--- config.mk ---
export PLATFORM = sky130hd
export DESIGN_NAME = pipelined_barrel_shifter
export DESIGN_NICKNAME = d
export VERILOG_FILES = /design/src/rtl/pipelined_barrel_shifter.sv
export SDC_FILE = /design/constraint.sdc
export NUM_CORES = 1
export LEC_CHECK = 0
export ABC_AREA = 1
export BUFFER_PORTS_ARGS = -buffer_cell sky130_fd_sc_hd__buf_2
export CAP_MARGIN = 20
export CORE_MARGIN = 1
export CORE_UTILIZATION = 45
export CTS_CLUSTER_DIAMETER = 30
export DETAILED_ROUTE_END_ITERATION = 8
export PLACE_DENSITY = 0.64
export SLEW_MARGIN = 10
export SYNTH_ARGS = -nofsm -noshare
export SYNTH_HDL_FRONTEND = slang
export SYNTH_SLANG_ARGS = --single-unit
export TNS_END_PERCENT = 10
--- constraint.sdc ---
create_clock -name clk -period 17.61 [get_ports clk]
set_clock_uncertainty 0.2 [all_clocks]
set_input_delay 0.8805 -clock clk [delete_from_list [all_inputs] [get_ports clk]]
set_output_delay 0.8805 -clock clk [all_outputs]
set_load 0.1 [all_outputs]
--- src/rtl/pipelined_barrel_shifter.sv ---
// Logarithmic barrel shifter (LSR/LSL/ASR/ROR) with one registered mux stage per
// shift-amount bit, largest shift first, and valid/ready flow control on both ends.
module pipelined_barrel_shifter #(
  parameter  int WIDTH = 32,
  localparam int SHW   = $clog2(WIDTH)
) (
  input  logic             clk,
  input  logic             rst,
  input  logic             in_valid,
  output logic             in_ready,
  input  logic [WIDTH-1:0] in_data,
  input  logic [SHW-1:0]   in_shamt,
  input  logic [1:0]       in_mode,
  output logic             out_valid,
  input  logic             out_ready,
  output logic [WIDTH-1:0] out_data
);

  typedef enum logic [1:0] {
    MODE_LSR = 2'd0,
    MODE_LSL = 2'd1,
    MODE_ASR = 2'd2,
    MODE_ROR = 2'd3
  } mode_e;

  function automatic logic [WIDTH-1:0] shift_by(
    input logic [WIDTH-1:0] d,
    input logic [1:0]       mode,
    input logic             sign,
    input int               k
  );
    logic [WIDTH-1:0] res;
    unique case (mode_e'(mode))
      MODE_LSR: res = d >> k;
      MODE_LSL: res = d << k;
      MODE_ASR: res = (d >> k) | ({WIDTH{sign}} & ~({WIDTH{1'b1}} >> k));
      MODE_ROR: res = (d >> k) | (d << (WIDTH - k));
      default:  res = d;
    endcase
    return res;
  endfunction

  // Index 0 is the pipeline input, index g+1 is the output register of stage g.
  logic             st_valid [SHW+1];
  logic [WIDTH-1:0] st_data  [SHW+1];
  logic [SHW-1:0]   st_shamt [SHW+1];
  logic [1:0]       st_mode  [SHW+1];
  logic             st_sign  [SHW+1];

  logic advance;

  assign advance  = !st_valid[SHW] || out_ready;
  assign in_ready = advance;

  assign st_valid[0] = in_valid;
  assign st_data[0]  = in_data;
  assign st_shamt[0] = in_shamt;
  assign st_mode[0]  = in_mode;
  // ASR fills from the operand's original sign, not the partially shifted word.
  assign st_sign[0]  = in_data[WIDTH-1];

  for (genvar g = 0; g < SHW; g++) begin : g_stage
    localparam int K = 1 << (SHW - 1 - g);

    logic             valid_q;
    logic [WIDTH-1:0] data_q, data_d;
    logic [SHW-1:0]   shamt_q;
    logic [1:0]       mode_q;
    logic             sign_q;

    always_comb begin
      data_d = st_data[g];
      if (st_shamt[g][SHW-1-g]) begin
        data_d = shift_by(st_data[g], st_mode[g], st_sign[g], K);
      end
    end

    always_ff @(posedge clk or posedge rst) begin
      if (rst) begin
        valid_q <= 1'b0;
        data_q  <= '0;
        shamt_q <= '0;
        mode_q  <= '0;
        sign_q  <= 1'b0;
      end else if (advance) begin
        valid_q <= st_valid[g];
        data_q  <= data_d;
        shamt_q <= st_shamt[g];
        mode_q  <= st_mode[g];
        sign_q  <= st_sign[g];
      end
    end

    assign st_valid[g+1] = valid_q;
    assign st_data[g+1]  = data_q;
    assign st_shamt[g+1] = shamt_q;
    assign st_mode[g+1]  = mode_q;
    assign st_sign[g+1]  = sign_q;
  end

  assign out_valid = st_valid[SHW];
  assign out_data  = st_data[SHW];

endmodule

# Word-level counts from Yosys, hierarchy flattened
# Index checks and enable logic that the tools add are counted.
[totals]
wordCells = 64
in_bits = 43
reg_bits = 187
output_inout_bits = 34
[classes]
muxes = 10
n_eq_ne = 15
bitwise_logic = 10
n_reduce_logical = 7
[op_table]
columns = ["operator", "n"]
rows = [
  ["case mux 32 bit (4 select lines)", 5],
  ["two-way mux 32 bit", 5],
  ["OR 16 x 32 -> 32 bit", 2],
  ["OR 24 x 32 -> 32 bit", 2],
  ["OR 28 x 32 -> 32 bit", 2],
  ["OR 30 x 32 -> 32 bit", 2],
  ["OR 31 x 32 -> 32 bit", 2],
  ["== test 2 bit (second input constant)", 10],
  ["== test 2 x 1 -> 1 bit (second input constant)", 5],
  ["logical NOT 2 bit", 5],
  ["logical NOT 1 bit", 1],
  ["logical OR 1 bit", 1],
]

# Longest topological paths before layout
[logic_depth]
depth_word = 3
mapped_depth = 9
mapped_depth_nobuf = 8

# Worst setup path after synthesis
# No wires, ideal clock.
[synth_timing]
path_type = "reg2out"
startpoint = "register g_stage[4].valid_q, in the netlist out_valid"
endpoint = "output in_ready"
path_stages_with_launch = 6
path_slack_ps = 14733
t_required_ps = 16530
arrival_ps = 1797
cell_sequence = "dfrtp_1 -> inv_1 -> nor2_4 -> inv_2 -> buf_2 -> buf_2"
[synth_via]
elab_chain_len = 2
[synth_lines]
columns = ["item", "line", "rtl"]
rows = [
  ["start, declared", "65", "logic valid_q;"],
  ["start signal, assigned", "86", "valid_q <= st_valid[g];"],
  ["logical NOT 1 bit", "52", "assign advance = !st_valid[SHW] || out_ready;"],
  ["logical OR 1 bit", "52", ""],
  ["end, declared", "10", "output logic in_ready,"],
]
# Every way passes these cells.

# Final worst setup path
[layout_timing]
startpoint = "input out_ready"
endpoint = "output in_ready"
[layout_via]
elab_chain_len = 1
[layout_lines]
columns = ["item", "line", "rtl"]
rows = [
  ["start, declared", "15", "input logic out_ready,"],
  ["logical OR 1 bit", "52", ""],
]
# Every way passes these cells.

==> qor.log <==
qor: floorplan.floorplan.core_area 22700 µm²
qor: timing.timing.hold.ws 254 ps
qor: power.total_leakage_power 6.09 nW
qor: worst_setup_path.worst_r2r_startpoint out_valid
qor: detailed_routing.firstDrtPassIters 7
qor: clock_tree.tritoncts yes
qor: timing.max_freq 291 MHz
qor: timing.totalNegativeSetupSlack 0 ps
qor: detailed_routing.vias_per_cell 5.10
qor: floorplan.initial_core_util 46.2%
qor: floorplan.num_rows 55
qor: placed_design.place.gp.congestion 0.843
qor: timing.timing_worst_slew_pin_value 988 ps
qor: synthesis.synth-seq-cells 187
qor: worst_setup_path.largest_fanout_of_any_net_on_the_critical_path 107
qor: timing.post-route-period-util 19.5%
qor: detailed_routing.ant_nets 0
qor: placed_design.place.detailed.hpwl 17.1 mm
qor: clock_tree.cts_bufs_inserted 17
qor: synthesis.post_synth.cell_area_avg 6.77 µm²
qor: worst_hold_path.worst_hold_check_path_type reg -> reg
qor: flow_run.cap_viol_max_count 0
qor: synthesis.ys_seq_area_share 44.6%
qor: global_route.globalRouteTotalUtil 22.7%
qor: global_route.antenna_violations_before_repair 0
qor: detailed_routing.dr_total_vias 9461
qor: layout.final_net_count 1600
qor: synthesis.postSynthCellCount 1549
qor: global_route.grt_start_max_net_pins 108
qor: detailed_routing.drt-wirelength-per-cell 13.8 µm
qor: worst_setup_path.regToRegSetupSlack 14630 ps
qor: synthesis.post_synth_net_total 1592
qor: floorplan.die_x 155 µm
qor: global_route.global_route_wire_length_before_repair 44.2 mm
qor: worst_setup_path.worstSetupPathType in -> out
qor: synthesis.synth-warning-count 0
qor: timing.report.final.slew_viol_count 0
qor: power.worst_ir_drop_vdd 0.107 mV
qor: timing.timing.max_slew.rel_slack 34.1%
qor: layout.diodes 0
qor: worst_setup_path.setup.worst_path.start_class primary input
qor: run_status.outcome complete, no violations
qor: clock_tree.clk_path_buf_depth 2
qor: timing.rsz_0062_raised_after_global_routing false
qor: clock_tree.clkLatencyLatePin 440 ps
qor: clock_tree.clk_pin_slew 70 ps
qor: floorplan.die-area 23900 µm²
qor: clock_tree.cts_htree_levels 4
qor: detailed_routing.detail_route.drc_violations 0
qor: layout.drive_gt1_share 8.03%
qor: synthesis.synth.distinct_cells 18
qor: clock_tree.post_cts_resized 0
qor: worst_setup_path.crit-reg2reg-capture g_stage[1].data_q[23]
qor: worst_setup_path.crit_start out_ready
qor: synthesis.netlist.area_leader.share 44.6%
qor: clock_tree.clk_root_buffer_cell clkbuf_16
qor: timing.final-hold-violation-count 0
qor: layout.area_growth_syn_to_layout 9.52%
qor: worst_setup_path.worst_setup_path_endpoint in_ready
qor: placed_design.io_buffers 76
qor: timing.final-setup-viol-count 0
qor: global_route.vias_in_the_first_global_route 8788
qor: worst_setup_path.required_time_at_the_worst_slack_endpoint 16530 ps
qor: clock_tree.hold_buffers 0
qor: clock_tree.cts.repair_timing.setup_buffer_count 0
qor: detailed_routing.drt_iter0_drc 700
qor: floorplan.io-pin-count 77
qor: synthesis.area_leader_netlist dfrtp_1
qor: power.power.density_cell_area 210 nW/µm²
qor: global_route.grt_overflow_total 0
qor: clock_tree.cts_num_sinks 187
qor: layout.fillerInstances 2358
qor: synthesis.synth_top_cells_by_area dfrtp_1 (45%), nand2_1 (13%), inv_1 (9.4%)
qor: worst_setup_path.critical_path_endpoint_category output pin
qor: worst_setup_path.cp.arrival 2360 ps
qor: floorplan.die_height 155 µm
qor: worst_setup_path.r2r.worst_path.cells 8
qor: detailed_routing.wl 25.6 mm
qor: timing.layout_min_cycle_time 3440 ps
qor: synthesis.syn_area 10500 µm²
Yosys cell counts, drive strengths merged:
master  number
a21oi      114
a31oi       31
buf         57
clkbuf      42
clkinv       2
dfrtp      187
inv        266
nand2      369
nand3      174
nor2       168
o211ai       1
o21a         3
o21ai      135
state kept, by name (all words and copies together) (netlist names):
register / flops
g_stage.data_q: 128
g_stage.mode_q: 8
g_stage.shamt_q: 10
g_stage.sign_q: 4
g_stage.valid_q: 4
out_data: 32
out_valid: 1
logic make-up (layout without fill, tap and decap cells):
| logic type | Yosys count | count (layout) | synth area share [%] |
|---|---|---|---|
| buf+inv | 367 | 388 | 13.7 |
| flops | 187 | 187 | 44.6 |
| simple gates | 711 | 711 | 27.6 |
| compound gates | 284 | 284 | 14.0 |
stage by stage:
stage | power [W] | setup slack (ps) | util, % | instances | instance area (µm²)
after floorplan | 0.00177 | 11440 | - | 1549 | 10500
after global placement | 0.00200 | 14160 | 48.0 | 1823 | 10900
after detailed placement | 0.00202 | 14150 | 48.0 | 1823 | 10900
after CTS | 0.00242 | 14160 | 50.6 | 1855 | 11500
after global routing | 0.00262 | 14040 | 50.6 | 1855 | 11500
final | 0.00241 | 14170 | 50.6 | 1855 | 11500
final cells by class:
cell class	count	area, µm²	share of cell area [%]
flip-flops and latches	187	4680	40.8
multi-input cells	995	4360	38.0
well taps	285	357	3.11
inverters	268	1020	8.87
clock inverters	14	154	1.34
repair buffers	88	470	4.10
clock buffers	18	439	3.82
how the worst min path moves through the flow:
| stage | from | endpoint | slack (ps) | depth (start not counted) |
|---|---|---|---|---|
| 2_1_floorplan | g_stage[3].valid_q | out_valid | 220 | 2 |
| 3_3_place_gp | g_stage[3].valid_q | out_valid | 230 | 2 |
| 3_5_place_dp | g_stage[3].valid_q | out_valid | 240 | 2 |
| 4_1_cts | g_stage[3].valid_q | out_valid | 260 | 2 |
| 5_1_grt | g_stage[3].valid_q | out_valid | 290 | 2 |
| 6_report | g_stage[3].valid_q | out_valid | 250 | 2 |
critical path, stage by stage:
cell	delay, ps
buf_2	110
nor2_4	80
buf_4	520
inv_8	340
buf_2	400
cells in the final DEF (no fill, tap or decap), drive strengths merged:
| cell type | instances |
|---|---|
| clkinvlp | 4 |
| nand2 | 369 |
| inv | 272 |
| dfrtp | 187 |
| nand3 | 174 |
| clkbuf | 18 |
| a31oi | 31 |
| buf | 88 |
| clkinv | 5 |
| o21a | 3 |
| o21ai | 135 |
| a21oi | 114 |
| bufinv | 1 |
| nor2 | 168 |
| o211ai | 1 |
metal layers:
layer / global-route usage, % / vias to the layer above / share of wire, %
li1: - / 4835 / -
met1: 31.4 / 4411 / 48
met2: 36.8 / 176 / 48
met3: 3.03 / 39 / 2.9
met4: 7.83 / 0 / 1.9
met5: 0 / - / 0
where the power goes:
part	internal [W]	switching, W
combinational	0.000329	0.000902
clock	0.000205	0.000187
sequential	0.000636	0.000149
Note: power is estimated with default switching activity, not from simulation.
